## src/rtl/truth_table_sweeper_pkg.sv

```systemverilog
// Shared types for the truth-table sweeper: FSM state encoding and the
// settle-counter width helper.
package truth_table_sweeper_pkg;

    typedef enum logic [1:0] {
        IDLE   = 2'd0,
        DRIVE  = 2'd1,
        SAMPLE = 2'd2,
        DONE   = 2'd3
    } sweep_state_e;

    function automatic int settleWidth(input int settle);
        return $clog2(settle) + 1;
    endfunction

endpackage

```

## src/rtl/truth_table_sweeper_settle_counter.sv

```systemverilog
// Down-counter that sets how long each input code is held before sampling.
// A load takes priority over a decrement, and the count stops at zero.
module truth_table_sweeper_settle_counter #(
    parameter int WIDTH = 2
) (
    input  logic             clk_i,
    input  logic             rst_i,
    input  logic             load_i,
    input  logic             dec_i,
    input  logic [WIDTH-1:0] loadValue_i,
    output logic             zero_o
);

    logic [WIDTH-1:0] count_q;
    logic [WIDTH-1:0] count_d;

    always_comb begin
        count_d = count_q;
        if (load_i) begin
            count_d = loadValue_i;
        end else if (dec_i && (count_q != '0)) begin
            count_d = count_q - WIDTH'(1);
        end
    end

    always_ff @(posedge clk_i) begin
        if (rst_i) begin
            count_q <= '0;
        end else begin
            count_q <= count_d;
        end
    end

    assign zero_o = (count_q == '0);

endmodule

```

## src/rtl/truth_table_sweeper.sv

```systemverilog
// Steps a combinational block through every input code in ascending order,
// captures its truth table and compares it against a latched golden table.
module truth_table_sweeper
    import truth_table_sweeper_pkg::*;
#(
    parameter int N_IN   = 4,
    parameter int SETTLE = 2
) (
    input  logic              clk_i,
    input  logic              rst_i,
    input  logic              start_i,
    input  logic [2**N_IN-1:0] expect_tt_i,
    input  logic              dut_f_i,
    output logic [N_IN-1:0]   dut_in_o,
    output logic              busy_o,
    output logic              done_o,
    output logic [2**N_IN-1:0] tt_o,
    output logic              match_o,
    output logic [N_IN:0]     err_count_o,
    output logic [N_IN-1:0]   first_err_o
);

    localparam int TW = 2**N_IN;
    localparam int CW = settleWidth(SETTLE);
    localparam logic [CW-1:0] SETTLE_LOAD = CW'(SETTLE - 1);
    localparam logic [N_IN:0] LAST_IDX    = (N_IN+1)'(TW - 1);
    localparam logic [N_IN:0] ONE         = (N_IN+1)'(1);

    sweep_state_e      state_q, state_d;
    logic [N_IN:0]     idx_q, idx_d;
    logic [TW-1:0]     tt_q, tt_d;
    logic [TW-1:0]     expTt_q, expTt_d;
    logic [N_IN:0]     errCount_q, errCount_d;
    logic [N_IN-1:0]   firstErr_q, firstErr_d;
    logic              match_q, match_d;
    logic              done_q, done_d;

    logic              cntLoad;
    logic              cntDec;
    logic              cntZero;
    logic [N_IN-1:0]   code;

    assign code = idx_q[N_IN-1:0];

    truth_table_sweeper_settle_counter #(
        .WIDTH (CW)
    ) u_settle (
        .clk_i       (clk_i),
        .rst_i       (rst_i),
        .load_i      (cntLoad),
        .dec_i       (cntDec),
        .loadValue_i (SETTLE_LOAD),
        .zero_o      (cntZero)
    );

    // Next-state and datapath updates. The last index is tested before any
    // increment, so idx never moves past TW-1 and DONE keeps the final code.
    always_comb begin
        state_d    = state_q;
        idx_d      = idx_q;
        tt_d       = tt_q;
        expTt_d    = expTt_q;
        errCount_d = errCount_q;
        firstErr_d = firstErr_q;
        match_d    = match_q;
        done_d     = 1'b0;
        cntLoad    = 1'b0;
        cntDec     = 1'b0;

        case (state_q)
            IDLE, DONE: begin
                if (start_i) begin
                    state_d    = DRIVE;
                    idx_d      = '0;
                    tt_d       = '0;
                    expTt_d    = expect_tt_i;
                    errCount_d = '0;
                    firstErr_d = '0;
                    match_d    = 1'b0;
                    cntLoad    = 1'b1;
                end
            end
            DRIVE: begin
                if (cntZero) begin
                    state_d = SAMPLE;
                end else begin
                    cntDec = 1'b1;
                end
            end
            SAMPLE: begin
                tt_d[code] = dut_f_i;
                if (dut_f_i != expTt_q[code]) begin
                    errCount_d = errCount_q + ONE;
                    if (errCount_q == '0) begin
                        firstErr_d = code;
                    end
                end
                if (idx_q == LAST_IDX) begin
                    state_d = DONE;
                    done_d  = 1'b1;
                    match_d = (tt_d == expTt_q);
                end else begin
                    state_d = DRIVE;
                    idx_d   = idx_q + ONE;
                    cntLoad = 1'b1;
                end
            end
            default: begin
                state_d = IDLE;
            end
        endcase
    end

    always_ff @(posedge clk_i) begin
        if (rst_i) begin
            state_q    <= IDLE;
            idx_q      <= '0;
            tt_q       <= '0;
            expTt_q    <= '0;
            errCount_q <= '0;
            firstErr_q <= '0;
            match_q    <= 1'b0;
            done_q     <= 1'b0;
        end else begin
            state_q    <= state_d;
            idx_q      <= idx_d;
            tt_q       <= tt_d;
            expTt_q    <= expTt_d;
            errCount_q <= errCount_d;
            firstErr_q <= firstErr_d;
            match_q    <= match_d;
            done_q     <= done_d;
        end
    end

    assign dut_in_o    = code;
    assign busy_o      = (state_q == DRIVE) || (state_q == SAMPLE);
    assign done_o      = done_q;
    assign tt_o        = tt_q;
    assign match_o     = match_q;
    assign err_count_o = errCount_q;
    assign first_err_o = firstErr_q;

endmodule

```

## config.mk

```make
export PLATFORM = sky130hd
export DESIGN_NAME = truth_table_sweeper
export DESIGN_NICKNAME = d
export VERILOG_FILES = /design/src/rtl/truth_table_sweeper_pkg.sv /design/src/rtl/truth_table_sweeper_settle_counter.sv /design/src/rtl/truth_table_sweeper.sv
export SDC_FILE = /design/constraint.sdc
export NUM_CORES = 1
export LEC_CHECK = 0
export CAP_MARGIN = 20
export CORE_AREA = 2 2 55 108
export CTS_CLUSTER_SIZE = 25
export DETAILED_ROUTE_END_ITERATION = 10
export DIE_AREA = 0 0 57 110
export PLACE_DENSITY = 0.83
export RECOVER_POWER = 25
export SKIP_LAST_GASP = 1
export SYNTH_ARGS = -nofsm -noshare
export SYNTH_HDL_FRONTEND = slang
export SYNTH_SLANG_ARGS = --single-unit
```

## constraint.sdc

```tcl
create_clock -name clk_i -period 7.6 [get_ports clk_i]
set_clock_uncertainty 0.15 [all_clocks]
set_input_delay 1.14 -clock clk_i [delete_from_list [all_inputs] [get_ports clk_i]]
set_output_delay 1.14 -clock clk_i [all_outputs]
set_load 0.1 [all_outputs]
```

After elaboration in Yosys (flattened, before gate mapping)
Index checks and enable logic that the tools add are counted.

Register bits: 52. Latch bits: 0. Bits in writable memories: 0. ROM bits: 0. Input bits: 20. Output and inout bits: 32. Logic and storage cells: 78. Memories: 0.

Add/subtract/negate cells: 3. $mul: 0. Divide/modulo/power cells: 0. $lt $le $gt $ge: 2. Equal/unequal tests: 12. Shift operators: 0. Multiplexer cells: 31. Bitwise gates (word level): 1. Reductions and logical operators: 19.

Operators by type and width (count): $pmux W16 S2 (1); $pmux W5 S2 (2); $bwmux W16 (1); $eq A16 B16 Y1 (1); $mux W16 (1); $mux W5 (3); $mux W4 (3); $ne A2 B2 Y1 const B (6); $mux W1 (11); $add A5 B1 Y5 const B (2); $reduce_and A3 Y1 (3); $pmux W4 S2 (1); $mux W2 (3); $pmux W2 S3 (1); $reduce_and A2 Y1 (3); $reduce_bool A2 Y1 (3); $reduce_or A2 Y1 (3); $eq A5 B4 Y1 const B (1); $logic_not A5 Y1 (1); $lt A4 B5 Y1 const B (1); $bmux W1 S4 (1); $demux W1 S4 (1); $eq A2 B2 Y1 const B (2); $ge A4 B1 Y1 const B (1); other kinds (9) (12).

Logic depth before layout (Yosys ltp)
Depth in word-level cells: 8. Gate-level depth with buffers: 10. Gate-level depth less buffers: 9.

By module
From an unflattened synthesis, not the netlist that was laid out.

Cell total of the unflattened synthesis: 406. Area total of the unflattened synthesis: 3293.2 µm².

By module, submodules not included: truth_table_sweeper (instances 1, cells an instance 392, area each 3166.8 µm², sequential area each 1001.0 µm²); truth_table_sweeper_settle_counter (instances 1, cells an instance 14, area each 126.4 µm², sequential area each 40.0 µm²).

Worst setup path after synthesis
OpenSTA, ideal clock, no wires.

Kind: flip-flop to flip-flop. From: register idx_q[0]. To: register errCount_q[3] (netlist: err_count_o[3]). Library setup time: 75 ps. Arrival time: 2544 ps. Required time: 7375 ps. Path slack: 4831 ps. Cell stages (with the launch flop): 8. Path buffers: 1. Clock period less this slack: 2769 ps. Path through: dfxtp_1 buf_6 mux4_1 mux4_2 xor2_4 nand4_2 or3_2 a31oi_1.

Longest elaborated chain between the ends: 5.

Ends and longest elaborated chain: from (decl) (RTL line truth_table_sweeper.sv:30) `logic [N_IN:0] idx_q, idx_d;`; from (signal assigned) (RTL line truth_table_sweeper.sv:126) `idx_q <= idx_d;`; $bmux W1 S4 (RTL line truth_table_sweeper.sv:92) `if (dut_f_i != expTt_q[code]) begin`; $mux W1 (implied by the code) (RTL line truth_table_sweeper.sv:92); $ne A1 B1 Y1 (RTL line truth_table_sweeper.sv:92); $ne A2 B2 Y1 (no source line); $reduce_and A3 Y1 (no source line); to (signal assigned) (RTL line truth_table_sweeper.sv:129) `errCount_q <= errCount_d;`; to (decl) (RTL line truth_table_sweeper.sv:33) `logic [N_IN:0] errCount_q, errCount_d;`.

Every way passes these cells. The select of a mux whose other input is x is not followed. A chain may end at the register's enable or synchronous reset.

==> metrics.md <==
| Metric | Value |
|---|---|
| Cts hold-fix bufs | `0` |
| CP Launch Type | `primary input` |
| Final Setup Violations | `0` |
| Final Max Slew Viols | `51` |
| Total congestion overflow | `0` |
| Setup ws final | `3.44 ns` |
| Drt pass-1 iters | `4` |
| Number of routed nets with antenna violations | `0` |
| Clock period minus worst slack | `4.16 ns` |
| Synth area leaders | `dfxtp_1 (35%), a21oi_1 (8.5%), nand2_1 (7.9%)` |
| Initial Utilization | `0.556` |
| Leak | `1.33 nW` |
| Vias in the first global route | `2,732` |
| Worst-path clk slew | `0.09 ns` |
| CTS tree | `done` |
| Max FO, Critical Path | `50` |
| Syn_nets | `414` |
| Post-DP Area | `3460 sq um` |
| Post-DP HPWL | `5470 microns` |
| # Max-Cap Violations | `1` |
| Initial antenna violation count | `0` |
| Die area | `6270 sq um` |
| Syn-to-layout area delta | `18.6%` |
| Slew headroom | `-0.403` |
| Fmax | `241 MHz` |
| DR WL/cell | `15.7 microns` |
| Drt total wl | `7400 microns` |
| Post-CTS Resized | `0` |
| Final Hold Viols | `0` |
| Final Cell Area | `3570 sq um` |
| Worst-margin pin slew | `2.10 ns` |
| CP Data Arrival Time | `4.21 ns` |
| Global Route Usage Sum | `0.252` |
| Num CTS Buffers | `5` |
| Max Buffers Root-to-Sink | `2` |
| Yosys cell types | `42` |
| Placement Setup Slack | `4.19 ns` |
| Clock root cell | `clkbuf_8` |
| Post-route clock period utilization | `0.547` |
| IO buf count | `51` |
| Number of clock sinks | `52` |
| DRT iter0 DRCs | `123` |
| Gp weighted congestion | `0.916` |
| Peak supply drop | `0.158 mV` |
| Chip Height | `110 microns` |
| Fin nets | `443` |
| Worst setup path category | `primary input to flip-flop` |
| Std cell rows | `38` |
| Syn_area_per_cell | `7.90 sq um` |
| Crit. End Element | `flip-flop` |
| Largest net degree at the start of global routing | `51` |
| Register bit count reported by yosys | `52` |
| First-pass GRT wire length | `12,400 microns` |
| Setup TNS | `0 ns` |
| Leading area contributor after synthesis | `dfxtp_1` |
| Outcome | `finished, violations left` |
| H-Tree Level Count | `2` |
| Sequential share of the synthesized area | `0.346` |
| Vias per cell | `5.94` |
| Total power | `0.000695 W` |
| Cells after synthesis | `381` |
| Clock Latency Late Sink | `0.32 ns` |
| # DRC | `0` |
| Critical Path RT | `7.65 ns` |
| Violated checks | `capacitance limit, slew limit` |
| Core footprint | `5420 sq um` |
| Post-synth top area share | `0.346` |
| Setup Buffers After CTS | `0` |
| Power per Cell Area | `194 nW/um^2` |
| Cell area after synthesis | `3010 sq um` |
| Final Util | `0.659` |
| Antenna diodes | `0` |
| Vias | `2,798` |
| RSZ-0062 raised after global routing | `false` |
| Layout cells sized above 1 | `0.0389` |
| Worst Hold Class | `flip-flop to flip-flop` |
| I/O pins | `52` |
| Ys Warns | `0` |
| Die Width | `57 microns` |
[state kept, by name, summed over array words and instances, names as in the netlist]
register,count
u_settle.count_q,2
done_o,1
first_err_o,4
tt_o,16
expTt_q,16
err_count_o,5
idx_q,5
state_q,2
match_o,1
[through the flow]
step           hold WS, ns  cells
2_1_floorplan        0.299    381
3_3_place_gp         0.294    463
3_5_place_dp         0.294    463
4_1_cts              0.311    471
5_1_grt              0.324    471
6_report             0.306    471
[placed cells by master (no fill, tap or decap), drive strengths merged, types with 4 or more instances in the layout]
| cell | Yosys | routed |
|---|---|---|
| nand2 | 63 | 63 |
| dfxtp | 52 | 52 |
| a21oi | 51 | 51 |
| clkdlybuf4s50 | 0 | 50 |
| nor2 | 24 | 24 |
| o21ai | 24 | 24 |
| inv | 16 | 16 |
| nand3 | 16 | 16 |
| mux2i | 16 | 16 |
| ha | 13 | 13 |
| xor2 | 12 | 12 |
| nand4 | 8 | 8 |
| xnor2 | 7 | 7 |
| a22oi | 6 | 6 |
| clkbuf | 18 | 6 |
| nand2b | 5 | 5 |
| and3 | 5 | 5 |
| mux4 | 5 | 5 |
| nor2b | 4 | 4 |
| o31ai | 4 | 4 |
[path summary, 6_finish.rpt]
check	start	endpoint	slack (ns)	cells past startpoint
setup / recovery	rst_i	first_err_o[1]$_SDFFE_PP0P_	3.44	7
hold / removal	first_err_o[3]$_SDFFE_PP0P_	first_err_o[3]$_SDFFE_PP0P_	0.31	2
setup reg to reg	idx_q[0]$_SDFFE_PP0P_	err_count_o[3]$_SDFFE_PP0P_	4.50	6
hold reg to reg	first_err_o[3]$_SDFFE_PP0P_	first_err_o[3]$_SDFFE_PP0P_	0.31	2
[synth_stat cells]
library cell  instances
clkbuf_2              1
nand4_2               1
or3_2                 1
nand4_1               7
nor4_1                2
nand2_1              63
nor2b_1               4
or3_1                 2
inv_1                16
a22oi_1               6
clkbuf_1             17
nand3_1              16
xor2_4                1
o21ai_1               5
mux4_1                2
nand2b_1              5
mux2i_1              16
and3_2                1
buf_1                 4
ha_1                 13
a31oi_1               2
dfxtp_1              52
buf_4                 5
o211ai_1              1
nor3b_1               2
mux4_2                3
and2_1                2
a311o_1               1
xor2_1               11
o31ai_1               4
xnor2_1               7
o21ai_0              19
nor4b_1               1
a21oi_1              51
nand3b_1              1
and3_1                4
buf_2                 3
nor3_1                2
nor2_1               24
a311oi_1              1
buf_6                 1
or4_1                 1
[logic make-up (layout without fill, tap and decap cells)]
group,Yosys count,in the layout,share of synthesized area
buf+inv,47,77,0.0690
fa+ha+maj,13,13,0.0540
xor+xnor,19,19,0.0615
mux,21,21,0.0931
flops,52,52,0.346
compound gates,90,90,0.162
simple gates,139,139,0.214
[cell type report]
type | count | area, sq um
well taps | 60 | 75.1
multi-input cells | 282 | 1760
inverters | 16 | 60.1
repair buffers | 53 | 522
flip-flops and latches | 52 | 1040
clock buffers | 5 | 68.8
fillers | 484 | 1850
clock inverters | 3 | 42.5
[critical path, stage by stage]
cell and delay, ns:
dlygate4sd3_1 0.52, clkbuf_1 1.50, nor2_1 0.37, and2_1 0.31, and3_2 0.24, nand2_1 0.07, o21ai_1 0.06
[report_power, final]
part	total [W]	internal [W]	switching, W
clock	0.000190	0.0000975	0.0000928
combinational	0.000195	0.0000671	0.000128
sequential	0.000310	0.000290	0.0000195
total	0.000695	0.000455	0.000240
[per-layer routing]
metal / vias to the layer above / GRT usage / share of wire
li1: 1363 / - / -
met1: 1306 / 0.263 / 0.37
met2: 96 / 0.456 / 0.54
met3: 33 / 0.0408 / 0.041
met4: 0 / 0.161 / 0.049
met5: - / 0 / 0
(Power assumes the default switching activity.)
